===== src/rtl/add8_err_pkg.sv =====
// Shared types and constants for the 8-bit approximate-adder error characteriser.
// The optional squared-error output is enabled by the ADD8_ERR_MSE_EN macro.
package add8_err_pkg;

   typedef enum logic [1:0] {
      IDLE  = 2'd0,
      SWEEP = 2'd1,
      DRAIN = 2'd2,
      DONE  = 2'd3
   } state_e;

   localparam int N_VEC     = 65536;
   localparam int DRAIN_CYC = 2;

   localparam int OP_W      = 8;
   localparam int SUM_W     = 9;
   localparam int ERR_SUM_W = 25;
   localparam int CNT_W     = 17;
   localparam int MSE_W     = 34;

   localparam int VEC_W     = 2 * OP_W;
   localparam int SQ_W      = 2 * SUM_W;

   // Unsigned magnitude of the difference between two 9-bit sums.
   function automatic logic [SUM_W-1:0] abs_diff(input logic [SUM_W-1:0] x,
                                                 input logic [SUM_W-1:0] y);
      logic [SUM_W-1:0] d;
      if (x >= y) begin
         d = x - y;
      end else begin
         d = y - x;
      end
      return d;
   endfunction

endpackage


===== src/rtl/add8_err_acc.sv =====
// Stage 2 of the characteriser: |error| of one captured vector and the
// running accumulators. Clear, abort-flush and reset all zero the results and
// take priority over an update arriving in the same cycle.
// With ADD8_ERR_MSE_EN defined a squared-error accumulator is added.
module add8_err_acc
   import add8_err_pkg::*;
(
   input  logic                 clk,
   input  logic                 rst,
   input  logic                 clr,
   input  logic                 flush,
   input  logic                 en,
   input  logic [SUM_W-1:0]     approx_sum,
   input  logic [SUM_W-1:0]     exact_sum,
   output logic [ERR_SUM_W-1:0] err_sum,
   output logic [SUM_W-1:0]     wce,
   output logic [CNT_W-1:0]     err_cnt
`ifdef ADD8_ERR_MSE_EN
   ,
   output logic [MSE_W-1:0]     mse_sum
`endif
);

   localparam logic [CNT_W-1:0] CNT_ONE = {{(CNT_W-1){1'b0}}, 1'b1};

   logic [SUM_W-1:0]     err_s;
   logic                 zap_s;
   logic [ERR_SUM_W-1:0] err_sum_r;
   logic [SUM_W-1:0]     wce_r;
   logic [CNT_W-1:0]     err_cnt_r;

   // Error magnitude of the vector held in stage 1, plus the combined zeroing request.
   always_comb begin
      err_s = abs_diff(approx_sum, exact_sum);
      zap_s = rst | clr | flush;
   end

   // Running sum of |error|, worst-case |error| and count of erroneous vectors.
   always_ff @(posedge clk) begin
      if (zap_s) begin
         err_sum_r <= {ERR_SUM_W{1'b0}};
         wce_r     <= {SUM_W{1'b0}};
         err_cnt_r <= {CNT_W{1'b0}};
      end else if (en) begin
         err_sum_r <= err_sum_r + ERR_SUM_W'(err_s);
         if (err_s > wce_r) begin
            wce_r <= err_s;
         end
         if (err_s != {SUM_W{1'b0}}) begin
            err_cnt_r <= err_cnt_r + CNT_ONE;
         end
      end
   end

   assign err_sum = err_sum_r;
   assign wce     = wce_r;
   assign err_cnt = err_cnt_r;

`ifdef ADD8_ERR_MSE_EN
   logic [SQ_W-1:0]  sq_s;
   logic [MSE_W-1:0] mse_sum_r;

   // Square of the error magnitude (at most 511^2, fits 18 bits).
   always_comb begin
      sq_s = SQ_W'(err_s) * SQ_W'(err_s);
   end

   // Sum of squared errors, same clear/flush/update timing as err_sum.
   always_ff @(posedge clk) begin
      if (zap_s) begin
         mse_sum_r <= {MSE_W{1'b0}};
      end else if (en) begin
         mse_sum_r <= mse_sum_r + MSE_W'(sq_s);
      end
   end

   assign mse_sum = mse_sum_r;
`else
   // Squared-error path is not built in this configuration.
`endif

endmodule


===== src/rtl/add8_err_char.sv =====
// Exhaustive error characteriser for an external combinational 8-bit
// approximate adder. One sweep presents all 65536 operand pairs, compares the
// returned sum with the exact sum and accumulates error statistics.
// Optional feature: define ADD8_ERR_MSE_EN to add the mse_sum output.
module add8_err_char
   import add8_err_pkg::*;
(
   input  logic                 clk,
   input  logic                 rst,
   input  logic                 start,
   input  logic                 abort,
   output logic                 busy,
   output logic                 done,
   output logic [OP_W-1:0]      dut_a,
   output logic [OP_W-1:0]      dut_b,
   input  logic [SUM_W-1:0]     dut_o,
   output logic [ERR_SUM_W-1:0] err_sum,
   output logic [SUM_W-1:0]     wce,
   output logic [CNT_W-1:0]     err_cnt
`ifdef ADD8_ERR_MSE_EN
   ,
   output logic [MSE_W-1:0]     mse_sum
`endif
);

   localparam logic [VEC_W-1:0] VEC_LAST   = VEC_W'(N_VEC - 1);
   localparam logic [VEC_W-1:0] VEC_ONE    = {{(VEC_W-1){1'b0}}, 1'b1};
   localparam logic [1:0]       DRAIN_LAST = 2'(DRAIN_CYC - 1);

   state_e            state_r;
   logic [VEC_W-1:0]  vec_cnt_r;
   logic [1:0]        drain_cnt_r;
   logic              busy_r;
   logic              done_r;
   logic [OP_W-1:0]   dut_a_r;
   logic [OP_W-1:0]   dut_b_r;

   logic              s1_valid_r;
   logic [SUM_W-1:0]  s1_o_r;
   logic [SUM_W-1:0]  s1_sum_r;

   logic [VEC_W-1:0]  vec_nxt_s;
   logic [SUM_W-1:0]  exact_s;
   logic              accept_s;
   logic              kill_s;
   logic              in_sweep_s;

   // Next vector index, exact reference sum and the start/abort qualifiers.
   always_comb begin
      vec_nxt_s  = vec_cnt_r + VEC_ONE;
      exact_s    = {1'b0, dut_a_r} + {1'b0, dut_b_r};
      accept_s   = (state_r == IDLE) && start && !abort;
      in_sweep_s = (state_r == SWEEP);
      if ((state_r == SWEEP) || (state_r == DRAIN)) begin
         kill_s = abort;
      end else begin
         kill_s = 1'b0;
      end
   end

   // Sweep controller: state, vector counter and registered operand/status outputs.
   always_ff @(posedge clk) begin
      if (rst) begin
         state_r     <= IDLE;
         vec_cnt_r   <= {VEC_W{1'b0}};
         drain_cnt_r <= 2'd0;
         busy_r      <= 1'b0;
         done_r      <= 1'b0;
         dut_a_r     <= {OP_W{1'b0}};
         dut_b_r     <= {OP_W{1'b0}};
      end else begin
         case (state_r)
            IDLE: begin
               done_r  <= 1'b0;
               dut_a_r <= {OP_W{1'b0}};
               dut_b_r <= {OP_W{1'b0}};
               if (accept_s) begin
                  state_r   <= SWEEP;
                  vec_cnt_r <= {VEC_W{1'b0}};
                  busy_r    <= 1'b1;
               end else begin
                  state_r <= IDLE;
                  busy_r  <= 1'b0;
               end
            end
            SWEEP: begin
               if (abort) begin
                  state_r   <= IDLE;
                  busy_r    <= 1'b0;
                  vec_cnt_r <= {VEC_W{1'b0}};
                  dut_a_r   <= {OP_W{1'b0}};
                  dut_b_r   <= {OP_W{1'b0}};
               end else if (vec_cnt_r == VEC_LAST) begin
                  state_r     <= DRAIN;
                  drain_cnt_r <= 2'd0;
                  vec_cnt_r   <= {VEC_W{1'b0}};
                  dut_a_r     <= {OP_W{1'b0}};
                  dut_b_r     <= {OP_W{1'b0}};
               end else begin
                  vec_cnt_r <= vec_nxt_s;
                  dut_a_r   <= vec_nxt_s[OP_W-1:0];
                  dut_b_r   <= vec_nxt_s[VEC_W-1:OP_W];
               end
            end
            DRAIN: begin
               if (abort) begin
                  state_r <= IDLE;
                  busy_r  <= 1'b0;
               end else if (drain_cnt_r == DRAIN_LAST) begin
                  state_r <= DONE;
                  busy_r  <= 1'b0;
                  done_r  <= 1'b1;
               end else begin
                  drain_cnt_r <= drain_cnt_r + 2'd1;
               end
            end
            DONE: begin
               state_r <= IDLE;
               done_r  <= 1'b0;
            end
            default: begin
               state_r     <= IDLE;
               vec_cnt_r   <= {VEC_W{1'b0}};
               drain_cnt_r <= 2'd0;
               busy_r      <= 1'b0;
               done_r      <= 1'b0;
               dut_a_r     <= {OP_W{1'b0}};
               dut_b_r     <= {OP_W{1'b0}};
            end
         endcase
      end
   end

   // Stage 1: capture the returned sum and exact sum of the vector presented this cycle.
   always_ff @(posedge clk) begin
      if (rst) begin
         s1_valid_r <= 1'b0;
         s1_o_r     <= {SUM_W{1'b0}};
         s1_sum_r   <= {SUM_W{1'b0}};
      end else if (in_sweep_s && !abort) begin
         s1_valid_r <= 1'b1;
         s1_o_r     <= dut_o;
         s1_sum_r   <= exact_s;
      end else begin
         s1_valid_r <= 1'b0;
      end
   end

   add8_err_acc u_acc (
      .clk        (clk),
      .rst        (rst),
      .clr        (accept_s),
      .flush      (kill_s),
      .en         (s1_valid_r),
      .approx_sum (s1_o_r),
      .exact_sum  (s1_sum_r),
      .err_sum    (err_sum),
      .wce        (wce),
      .err_cnt    (err_cnt)
`ifdef ADD8_ERR_MSE_EN
      ,
      .mse_sum    (mse_sum)
`endif
   );

   assign busy  = busy_r;
   assign done  = done_r;
   assign dut_a = dut_a_r;
   assign dut_b = dut_b_r;

endmodule

===== config.mk =====
export PLATFORM = sky130hd
export DESIGN_NAME = add8_err_char
export DESIGN_NICKNAME = d
export VERILOG_FILES = /design/src/rtl/add8_err_pkg.sv /design/src/rtl/add8_err_acc.sv /design/src/rtl/add8_err_char.sv
export SDC_FILE = /design/constraint.sdc
export NUM_CORES = 1
export LEC_CHECK = 0
export ABC_AREA = 1
export ABC_CLOCK_PERIOD_IN_PS = 3200
export CAP_MARGIN = 20
export CORE_MARGIN = 2
export CORE_UTILIZATION = 40
export DETAILED_ROUTE_END_ITERATION = 6
export PLACE_DENSITY_LB_ADDON = 0.3
export SLEW_MARGIN = 20
export SYNTH_ARGS = -nofsm -noshare
export SYNTH_HDL_FRONTEND = slang
export SYNTH_HIERARCHICAL = 1
export SYNTH_SLANG_ARGS = --single-unit

===== constraint.sdc =====
create_clock -name clk -period 3.2 [get_ports clk]
set_input_delay 0.32 -clock clk [delete_from_list [all_inputs] [get_ports clk]]
set_output_delay 0.32 -clock clk [all_outputs]
set_load 0.03 [all_outputs]

# ---- After elaboration in Yosys (flattened, before gate mapping)
# Cells that the tools add are included.
dict set report classes {
  n_addsub 7
  multipliers 0
  div 0
  magnitude_cmp 2
  n_eq_ne 14
  shift 0
  muxes 32
  bitwise_logic 2
  reduce_logical 19
}
# cell count
set ops {}
lappend ops {{$mux 16} 3}
lappend ops {{$mux 8} 4}
lappend ops {{$pmux 16 s2} 1}
lappend ops {{$pmux 8 s2} 2}
lappend ops {{$add 25x9->25} 1}
lappend ops {{$sub 9x9->9} 2}
lappend ops {{$add 17x1->17 const B} 1}
lappend ops {{$add 16x1->16 const B} 1}
lappend ops {{$eq 16x16->1 const B} 1}
lappend ops {{$mux 2} 8}
lappend ops {{$add 8x8->9} 1}
lappend ops {{$ge 9x9->1} 1}
lappend ops {{$gt 9x9->1} 1}
lappend ops {{$mux 1} 9}
lappend ops {{$mux 9} 1}
lappend ops {{$reduce_bool 9->1} 1}
lappend ops {{$ne 2x2->1 const B} 4}
lappend ops {{$pmux 2 s4} 1}
lappend ops {{$reduce_and 2->1} 4}
lappend ops {{$ne 2x1->1 const B} 3}
lappend ops {{$ne 3x2->1 const B} 2}
lappend ops {{$reduce_and 3->1} 2}
lappend ops {{$reduce_bool 2->1} 3}
lappend ops {{$reduce_and 5->1} 1}
lappend ops {{other kinds (13)} 18}
dict set report totals {
  register_bits 108
  latchBits 0
  ram_bits 0
  rom_bits 0
  wordCells 89
  n_memories 0
}

# ---- Depth between registers and ports, before layout
# Gate-level depths: netlist of run 1.
dict set report depth {
  word_depth 5
  mapped_depth 25
  mapped_depth_nobuf 24
}

# ---- Modules after synthesis
# The synthesis of run 1 kept the hierarchy.
# mod instances cells_each area_each_um2
set by_module_without_submodules {}
lappend by_module_without_submodules {add8_err_acc 1 640 4061.4}
lappend by_module_without_submodules {add8_err_char 1 403 2934.1}

# ---- Worst setup path before layout of run 1
# OpenSTA, ideal clock, no wires.
dict set report synth_path {
  path_type {reg-to-reg}
  from {reg s1_o_r[0]}
  to {reg u_acc.err_sum_r[22] (netlist: u_acc/err_sum[22])}
  setup_ns 0.080
  arrival_ns 3.015
  required_time_ns 3.120
  slack_ns 0.105
  stages_incl_launch_ff 22
  path_buffers 0
  period_less_slack_ns 3.095
  path_cell_list {dfxtp_1 -> inv_1 -> ha_1 -> inv_1 -> fa_1 -> nand3_1 -> nand3_1 -> a21oi_1 -> xor2_1 -> nand2_1 -> nand2_1 -> inv_1 -> ha_1 -> nand2_1 -> nor2_1 -> nand3_1 -> o2111ai_1 -> nand2_1 -> inv_1 -> nand2_1 -> o21ai_0 -> nor3b_1}
}
dict set report synth_via {
  elab_chain_len 3
  word_cells_on_any_way 5
  classes_between {add/sub (3); order compare (1); mux (1)}
}
# item line_no
set synth_rtl {}
lappend synth_rtl {{from (decl)} add8_err_char.sv:39} ;# logic [SUM_W-1:0] s1_o_r;
lappend synth_rtl {{from (signal assigned)} add8_err_char.sv:138} ;# s1_o_r <= {SUM_W{1'b0}};
lappend synth_rtl {{from (signal assigned)} add8_err_char.sv:142} ;# s1_o_r <= dut_o;
lappend synth_rtl {{$sub 9x9->9, or another cell as far along} add8_err_pkg.sv:31} ;# d = y - x;
lappend synth_rtl {{$mux 9 *} add8_err_pkg.sv:28} ;# if (x >= y) begin
lappend synth_rtl {{named net u_acc.err_s[8]} add8_err_acc.sv:26} ;# logic [SUM_W-1:0] err_s;
lappend synth_rtl {{$add 25x9->25 *} add8_err_acc.sv:45} ;# err_sum_r <= err_sum_r + ERR_SUM_W'(err_s);
lappend synth_rtl {{to (signal assigned)} add8_err_acc.sv:41} ;# err_sum_r <= {ERR_SUM_W{1'b0}};
lappend synth_rtl {{to (signal assigned)} add8_err_acc.sv:45}
lappend synth_rtl {{to (decl)} add8_err_acc.sv:28} ;# logic [ERR_SUM_W-1:0] err_sum_r;
# The timed path passes the listed nets; every way through them passes the cells marked *.
# A chain may end at the register's enable or synchronous reset.

# ---- Worst setup path in the final report of run 1
# Ends and elaborated chain as after synthesis.

==> impl_metrics.yaml, run 1 <==
run_status:
  status: "complete, no violations"
critical_path:
  cp.buffers_inverters: 4
  cp.required_ps: 3480
  arrival_ps: 3430
  cp_slowest_cell: "fa_2"
  critPathTopFamily: "simple AND/OR/NAND/NOR gates"
  crit_type: "flop to flop"
  cpMostUsedCell: "inv_2"
  cp_max_fo: 5
  slowest_delay_ps: 410
  crit_chain: "inv_2, ha_4, inv_2, fa_2, nand3_2, nand3_2, a21oi_2, xor2_1, nand2_1, nand2_2, inv_2, ha_4, nand2_1, nor2_2, nand3_1, o2111ai_1, nand2_1, inv_2, nand2_4, o21ai_2, nor3b_2"
  worstSetupStartpointType: "flop"
  crit_path_end_kind: "flop"
  regToRegSetupSlack_ps: 50
clock_tree:
  path_clk_slew_ps: 80
  cts_max_level: 3
  numCtsBuffers: 9
  clk_latency_ps: 360
  clock_sinks: 108
  cts_root_buf: "clkbuf_16"
  cts_hold_buf: 0
  cts_tree: "done"
  cts_buffer_depth: 2
sta:
  skew_ps: 8.90
  maxSlewViolCount: 0
  hold_ws_ps: 467
  rsz0062_at_grt: "true"
  slew_headroom_pct: 38.2
  period_minus_slack_ps: 3150
  clock.fmax_mhz: 318
  setup_tns_ps: 0
  worst_pin_slew_ps: 927
  hold_violations: 0
  fin_crit_sh_pct: 98.4
  setup-violations-final: 0
die:
  die_h_um: 136
  design.core.area_um2: 17200
  fp-row-count: 48
  pin_count: 82
  die_x_um: 136
  die-area_um2: 18600
  initial_utilization_pct: 40.7
flow_run:
  drv_cap: 0
logic_synthesis:
  synth_nets: 1112
  synth_top_area_share_pct: 30.9
  ys_top_cells_by_area: "dfxtp_1, nand2_1, ha_1, inv_1, a21oi_1"
  synth_compound_area_share_pct: 14.5
  syn_area_um2: 7000
  ys_ff_latch: 108
  synth_cell_type_count: 48
  synthAdderAreaFrac_pct: 10.4
  synth_edf_count: 0
  synth-simple-area-share_pct: 31.2
  synth_mux_area_share_pct: 0
  synth_ff_type: "dfxtp_1"
  netlist_instances: 1043
  avgSynthCellArea_um2: 6.71
  synth-xor-area-share_pct: 2.63
  synthArstFlopShare_pct: 0
  seq_area_frac_synth_pct: 30.9
  yosys_warnings: 6
  synth_area_leader_cell: "dfxtp_1"
  synth_top_family_by_area: "simple AND/OR/NAND/NOR gates"
routing:
  drt_iter0_drc: 427
  drc_errors: 0
  routedWlPerCell_um: 13.0
  ant_nets: 0
  dr_total_vias: 7028
  finalWirelength_mm: 18.3
  drt_pass1_iterations: 5
  viasPerCell: 4.98
global_routing:
  antenna_found_initial: 1
  grt_use_total_pct: 19.7
  grt-ovfl-total: 0
  grt_pass1_wl_mm: 29.6
  grt_pass1_vias: 6371
  grt_max_degree: 34
pwr:
  p_leak_nw: 4.13
  p_total_w: 0.00476
  ir_worst_vdd_uv: 340
  power.density_nw_per_um2: 510
layout:
  fin_cells: 1411
  drive_gt1_share_pct: 19.5
  num-nets-final: 1249
  syn2layout_area_growth_pct: 33.4
place:
  gp_congestion: 0.860
  dp_hpwl_mm: 13.2
  port_buffers: 81
  dp.cells: 1377
min_path:
  min_path_type: "flop to flop"
## cells in the mapped netlist (all sizes together) (2+ instances only)
cell type  number
fa              4
nor3           13
a31oi           2
xnor2           4
or2             4
clkinv          2
clkbuf         14
inv           149
o2111ai         2
o21ai          66
a21oi         103
nand3b          2
ha             52
nand4          22
buf            16
a21o            4
nand2         240
o21bai          4
xor2           17
nor2          126
dfxtp         108
nand3          79
## registers in the layout, indices dropped and copies added (netlist names)
signal         cells
dut_a              8
s1_valid_r         1
state_r            2
s1_sum_r           9
done               1
s1_o_r             9
drain_cnt_r        2
u_acc/err_cnt     17
u_acc/err_sum     25
vec_cnt_r         16
u_acc/wce          9
dut_b              8
busy               1
## cells by family (layout without fill, tap and decap cells)
logic type / count (synthesis) / in the layout
AND/OR/NAND/NOR: 489 / 489
AO/OA/AOI/OAI: 188 / 188
buffers and inverters: 181 / 323
flip-flops: 108 / 108
adder cells (fa/ha/maj): 56 / 56
XOR/XNOR: 21 / 21
other: 0 / 1
## layout by cell type, fill, tap and decap left out, types with 7 or more instances in the layout
cell type and count:
ha_4 18, buf_6 7, nand3_2 18, inv_2 18, nand3_1 61, clkdlybuf4s50_1 81
nor2_2 8, buf_4 67, nor2_1 112, nand2_1 207, xor2_1 16, nand2_2 29
dfxtp_2 7, dfxtp_1 99, a21oi_1 94, nor3_1 9, o21ai_0 52, o21ai_1 10
nand4_1 21, ha_1 32, clkbuf_16 9, inv_1 131
## power by group
| group | switching [W] | leakage [nW] | internal, W |
|---|---|---|---|
| Sequential | 0.0000493 | 0.879 | 0.00139 |
| Combinational | 0.00119 | 3.10 | 0.000949 |
| Clock | 0.000543 | 0.153 | 0.000642 |
| Total | 0.00178 | 4.13 | 0.00298 |
## per-layer routing
layer / wire length, um / share of wire (%) / track usage [%] / vias up
met4: 255 / 1.4 / 5.73 / 0
met3: 744 / 4.1 / 3.17 / 22
met2: 8800 / 48 / 32.9 / 159
li1: - / - / - / 3642
met5: 0 / 0 / 0 / -
met1: 8490 / 46 / 26.0 / 3205
## worst reg2reg max path, delay by kind of cell (launching register included)
family	cells	cell delay [ps]
adder cells (fa/ha/maj)	3	800
XOR/XNOR	1	160
flip-flops	1	350
buffers and inverters	4	340
AND/OR/NAND/NOR	10	1040
AO/OA/AOI/OAI	3	400
## cell type report
type	count	area (um2)
clock buffers	11	243
inverters	151	567
diodes	1	2.50
fillers	1674	7840
well taps	225	282
repair buffers	156	1400
multi-input cells	754	4600
flip-flops and latches	108	2180
clock inverters	5	67.6
## through the flow
| step | utilization (%) | cell area, um2 | setup WS [ps] |
|---|---|---|---|
| 2_1_floorplan | - | 7000 | 105 |
| 3_3_place_gp | 48.7 | 8370 | -116 |
| 3_5_place_dp | 48.7 | 8370 | -216 |
| 4_1_cts | 51.0 | 8750 | 1.86 |
| 5_1_grt | 54.3 | 9330 | -119 |
| 6_report | 54.3 | 9330 | 52.6 |
## worst paths after layout
path                                                     start                             end  cells after the start
worst max-delay path                    s1_o_r[0]$_SDFFE_PP0P_  u_acc/err_sum[22]$_SDFFE_PP0P_                     21
worst min-delay path            u_acc/err_sum[24]$_SDFFE_PP0P_  u_acc/err_sum[24]$_SDFFE_PP0P_                      2
worst max register to register          s1_o_r[0]$_SDFFE_PP0P_  u_acc/err_sum[22]$_SDFFE_PP0P_                     21
worst min register to register  u_acc/err_sum[24]$_SDFFE_PP0P_  u_acc/err_sum[24]$_SDFFE_PP0P_                      2
## what timing repair did
action                                 in CTS  in global routing
endpoints found under the hold margin       0                  0
setup endpoints to repair                  20                 29
pin swaps                                   0                 41
buffers inserted                            0                 16
gates cloned                                0                  1
gates resized for setup                    17                111
(Power assumes the default switching activity.)
==> run 2, diff against run 1 <==
Settings changed: ABC_AREA 1 to unset.
==> run 2 against run 1 <==
The run now ends with negative setup slack left. Via count fell by 9.3%. Combinational power fell by 59%. Highest routed layer unchanged. Flip-flop and latch count did not move. Critical path depth fell by 2. Total power fell by 27%. Non-clock buffer count rose by 36. Wire length fell by 3.7%. Sequential power fell by 6%.
==> impl_metrics.yaml, run 2 <==
logic_synthesis:
  synth_edf_count: 0
  synth_commonest_cells: "dfxtp_1, nand2_1, a21oi_1"
  syn_area_um2: 6600
  seq_area_frac_synth_pct: 32.8
  synthArstFlopShare_pct: 0
  synth_area_leader_cell: "dfxtp_1"
  yosysMostFrequentCell: "dfxtp_1"
  ys_top_cells_by_area: "dfxtp_1, ha_1, a21oi_1, nand2_1, nor2_1"
  synth_top_area_share_pct: 32.8
  synth_ff_type: "dfxtp_1"
  yosys_warnings: 6
  avgSynthCellArea_um2: 8.15
  synth_cell_type_count: 74
  netlist_instances: 810
  ys_ff_latch: 108
  synth_nets: 879
critical_path:
  slowest_delay_ps: 350
  cp.required_ps: 3430
  crit_chain: "inv_2, ha_4, a21o_1, a221oi_2, or2b_4, nand2_4, mux2i_4, xnor2_2, ha_1, a21oi_2, a21boi_2, o21ai_2, a21boi_2, o21a_1, buf_4, o21a_1, o2111ai_2, xor2_1, nor2_1"
  regToRegSetupSlack_ps: -440
  crit_type: "flop to flop"
  arrival_ps: 3860
  crit_path_end_kind: "flop"
  cp_slowest_cell: "dfxtp_2"
  cp_max_fo: 6
  timing.rr.start: "s1_o_r[6]$_SDFFE_PP0P_"
  crit_start: "s1_o_r[6]$_SDFFE_PP0P_"
  worstSetupStartpointType: "flop"
pwr:
  p_total_w: 0.00346
  p_leak_nw: 3.52
  ir_worst_vdd_uv: 260
  power.density_nw_per_um2: 381
run_status:
  status: "finished, violations left"
  violations: "negative setup slack"
routing:
  ant_nets: 0
  viasPerCell: 5.32
  dr_total_vias: 6377
  finalWirelength_mm: 17.6
  drt_iter0_drc: 293
  drc_errors: 0
  drt_pass1_iterations: 4
  routedWlPerCell_um: 14.7
die:
  design.core.area_um2: 16000
  die_h_um: 132
  fp-row-count: 46
  die-area_um2: 17500
  die_x_um: 132
  initial_utilization_pct: 41.2
  pin_count: 82
sta:
  rsz0062_at_grt: "true"
  skew_ps: 9.16
  hold_ws_ps: 456
  setup-violations-final: 42
  worst_pin_slew_ps: 878
  worst_slack_ps: -438
  period_minus_slack_ps: 3640
  hold_violations: 0
  maxSlewViolCount: 0
  clock.fmax_mhz: 275
  slew_headroom_pct: 41.5
  fin_crit_sh_pct: 114
  setup_tns_ps: -10700
layout:
  final_common_cell: "buf_4"
  syn2layout_area_growth_pct: 37.9
  diodes: 0
  layout_common_cells: "buf_4, dfxtp_1, clkdlybuf4s50_1"
  drive_gt1_share_pct: 22.2
  num-nets-final: 1046
  largest_register_ff_count: 25
  utilization_pct: 56.9
clock_tree:
  cts_tree: "done"
  path_clk_slew_ps: 80
  cts_max_level: 3
  cts_buffer_depth: 2
  numCtsBuffers: 9
  clk_latency_ps: 360
  clock_sinks: 108
  cts_root_buf: "clkbuf_16"
global_routing:
  grt-ovfl-total: 0
  grt_use_total_pct: 19.7
  grt_pass1_wl_mm: 28.7
  grt_max_degree: 48
  antenna_found_initial: 0
  grt_pass1_vias: 6012
min_path:
  worstHoldStart: "drain_cnt_r[1]$_SDFFE_PP0P_"
  min_path_type: "flop to flop"
place:
  dp_hpwl_mm: 12.6
  gp_congestion: 0.913
  port_buffers: 81
flow_run:
  drv_cap: 0
## run 2: cells by family after synthesis
| kind of cell | Yosys count | synth area share [%] |
|---|---|---|
| adders and majority gates | 56 | 11.1 |
| muxes | 15 | 2.39 |
| and+or+nand+nor | 289 | 22.4 |
| xor gates and xnor gates | 42 | 5.69 |
| buffers and inverters | 95 | 5.93 |
| DFF | 108 | 32.8 |
| AOI/OAI and AO/OA | 205 | 19.7 |
## run 2: what timing repair did
item,CTS,global route
setup endpoints to repair,46,46
gates resized for setup,48,30
hold buffers,0,0
gates cloned,0,3
buffers inserted,12,4
pin swaps,35,15
## run 2: metrics by stage
step / setup WS (ps) / std cells / instance area [um2]
after global placement: -681 / 1163 / 8270
after floorplan: -463 / 810 / 6650
after global routing: -643 / 1198 / 9100
after detailed placement: -771 / 1163 / 8270
final: -438 / 1198 / 9100
after CTS: -418 / 1191 / 8870
## run 2: area by class of cell
class,count,area (um2)
Multi-Input combinational cell,607,4390
Inverter,59,221
Fill cell,1509,6900
Tap cell,216,270
Clock buffer,9,225
Sequential cell,108,2170
Timing Repair Buffer,192,1720
Clock inverter,7,98.8
## run 2: worst max-delay path, delay by kind of cell, from the launching register on
family,cells,cell delay [ps]
multiplexers,1,210
flip-flops,1,350
adder cells (fa/ha/maj),2,530
AND/OR/NAND/NOR,3,330
AO/OA/AOI/OAI,9,1560
XOR/XNOR,2,350
buffers and inverters,2,180
## run 2: metal layers
| metal | part of all wire (%) | track usage [%] | wire [um] |
|---|---|---|---|
| met1 | 44 | 23.7 | 7730 |
| met2 | 50 | 35.5 | 8830 |
| met4 | 2.1 | 6.45 | 372 |
| met3 | 3.9 | 3.37 | 694 |
| met5 | 0 | 0 | 0 |
## run 2: final timing paths
path | to | cells after the start
hold reg to reg | drain_cnt_r[1]$_SDFFE_PP0P_ | 2
hold / removal | drain_cnt_r[1]$_SDFFE_PP0P_ | 2
setup reg to reg | u_acc/err_sum[12]$_SDFFE_PP0P_ | 19
setup / recovery | u_acc/err_sum[12]$_SDFFE_PP0P_ | 19
## run 2: power by group
| part | internal (W) | switching [W] | total, W |
|---|---|---|---|
| Clock | 0.000692 | 0.000535 | 0.00123 |
| Sequential | 0.00135 | 0.00000859 | 0.00136 |
| Combinational | 0.000454 | 0.000421 | 0.000876 |
| Total | 0.00250 | 0.000965 | 0.00346 |
==> run 3, diff against run 2 <==
Settings changed: ABC_CLOCK_PERIOD_IN_PS 3200 to 3300, CORE_UTILIZATION 40 to 35, DONT_BUFFER_PORTS set to 1.
Clock period 3.2 ns to 3.3 ns, I/O delays scaled along.
==> run 3 against run 2 <==
The run still ends with negative setup slack left. Setup slack better by 90 ps. Total power shrank 8.1%. Fmax shrank 0.27%. Combinational power is 23% lower. Sequential power barely moved. Via count decreased by 8.2%. Critical path depth did not move. Wire length shrank 5.0%. Utilization down 13 points. Sequential share of layout area rose by 2.4 points. Die area up 14%. Design area decreased by 9.6%.
==> impl_metrics.yaml, run 3 (synthesized netlist as in run 2, its figures left out) <==
run_status:
  status: "finished, violations left"
  violations: "negative setup slack"
place:
  dp_slack_ps: -689
  dp_hpwl_mm: 12.3
  port_buffers: 0
  gp_congestion: 0.878
critical_path:
  crit_path_end_kind: "flop"
  cp_max_fo: 4
  slowest_delay_ps: 350
  crit_chain: "inv_2, ha_4, a21o_1, a221oi_4, or2b_4, nand2_4, mux2i_4, xnor2_2, ha_1, a21oi_2, a21boi_2, o21ai_2, a21boi_2, o21a_1, buf_6, o21a_1, o2111ai_2, xor2_1, nor2_1"
  crit_start: "s1_o_r[6]$_SDFFE_PP0P_"
  crit_type: "flop to flop"
  arrival_ps: 3870
  cp.required_ps: 3520
  cp_slowest_cell: "dfxtp_2"
  timing.rr.start: "s1_o_r[6]$_SDFFE_PP0P_"
  r2r_cells: 19
  worstSetupStartpointType: "flop"
routing:
  drc_errors: 0
  drt_iter0_drc: 180
  viasPerCell: 5.21
  ant_nets: 0
  drt_pass1_iterations: 4
  routedWlPerCell_um: 14.9
  dr_total_vias: 5856
  finalWirelength_mm: 16.7
layout:
  utilization_pct: 44.3
  ff_latch_area_um2: 2170
  final_common_cell: "dfxtp_1"
  fillers: 1779
  largest_register_ff_count: 25
  num-nets-final: 956
  layout_common_cells: "dfxtp_1, buf_4, nand2_1"
  syn2layout_area_growth_pct: 24.8
  drive_gt1_share_pct: 22.9
  multi_input_area_um2: 4420
  diodes: 0
sta:
  clock.fmax_mhz: 274
  worst_slack_ps: -348
  rsz0062_at_grt: "true"
  slew_headroom_pct: 42.9
  fin_crit_sh_pct: 111
  hold_violations: 0
  maxSlewViolCount: 0
  hold_ws_ps: 34.2
  setup-violations-final: 27
  skew_ps: 16.4
  period_minus_slack_ps: 3650
  worst_pin_slew_ps: 857
clock_tree:
  cts_max_level: 3
  cts_buffer_depth: 2
  clock_sinks: 108
  cts_tree: "done"
  clk_latency_ps: 360
  path_clk_slew_ps: 80
  cts_root_buf: "clkbuf_16"
  numCtsBuffers: 9
die:
  initial_utilization_pct: 35.5
  die_h_um: 141
  die_x_um: 141
  design.core.area_um2: 18600
  pin_count: 82
  fp-row-count: 50
  die-area_um2: 20000
min_path:
  worstHoldStart: "rst"
  hold_path_depth: 1
  min_path_type: "input port to flop"
global_routing:
  grt-ovfl-total: 0
  grt_pass1_vias: 5571
  grt_use_total_pct: 16.8
  grt_pass1_wl_mm: 27.5
  antenna_found_initial: 0
  grt_max_degree: 48
pwr:
  power.density_nw_per_um2: 387
  p_total_w: 0.00318
  p_leak_nw: 3.17
  ir_worst_vdd_uv: 362
flow_run:
  drv_cap: 0
## run 3: cell types whose count changed in the layout (fill, tap and decap cells not counted), sizes merged
cell and delta:
buf -7, clkbuf -2, clkdlybuf4s50 -81, clkinv -4
clkinvlp +1, inv +2
## run 3: path summary, 6_finish.rpt
kind,to,slack [ps]
worst min register to register,drain_cnt_r[1]$_SDFFE_PP0P_,450
worst max register to register,u_acc/err_sum[12]$_SDFFE_PP0P_,-350
worst max-delay path,u_acc/err_sum[12]$_SDFFE_PP0P_,-350
worst min-delay path,vec_cnt_r[6]$_SDFFE_PP0P_,30
## run 3: area by class of cell
type | count | share of cell area (%)
Inverter | 59 | 2.69
Tap cell | 234 | 3.56
Clock buffer | 9 | 2.74
Timing Repair Buffer | 102 | 9.91
Clock inverter | 6 | 1.14
Multi-Input combinational cell | 607 | 53.6
Sequential cell | 108 | 26.3
## run 3: worst max-delay path: cells and delay by family, from the launching register on
family,cells,cell delay [ps]
flip-flops,1,350
XOR/XNOR,2,390
AND/OR/NAND/NOR,3,300
buffers and inverters,2,170
AO/OA/AOI/OAI,9,1580
multiplexers,1,200
adder cells (fa/ha/maj),2,510
## run 3: metrics by stage
| stage | TNS (ps) | instances | cell area [um2] |
|---|---|---|---|
| 5_1_grt | -12800 | 1125 | 8230 |
| 4_1_cts | -4010 | 1121 | 8100 |
| 3_3_place_gp | -9010 | 1100 | 7480 |
| 3_5_place_dp | -10720 | 1100 | 7480 |
| 6_report | -7360 | 1125 | 8230 |
| 2_1_floorplan | -5530 | 810 | 6650 |
## run 3: repair_timing
item | CTS | global route
hold buffers | 0 | 0
gates resized for setup | 55 | 21
buffers inserted | 6 | 4
setup endpoints to repair | 27 | 37
pin swaps | 31 | 24
## run 3: metal layers
metal	vias to the layer above	share of wire [%]	GRT usage, %
li1	3039	-	-
met1	2705	45	20.1
met2	102	48	29.7
met3	10	6.3	5.10
met4	0	0.93	3.79
met5	-	0	0
## run 3: power breakdown
part	internal, W	switching, W	total [W]
sequential	0.00131	0.0000162	0.00133
clock	0.000670	0.000510	0.00118
combinational	0.000333	0.000342	0.000675
total	0.00231	0.000868	0.00318
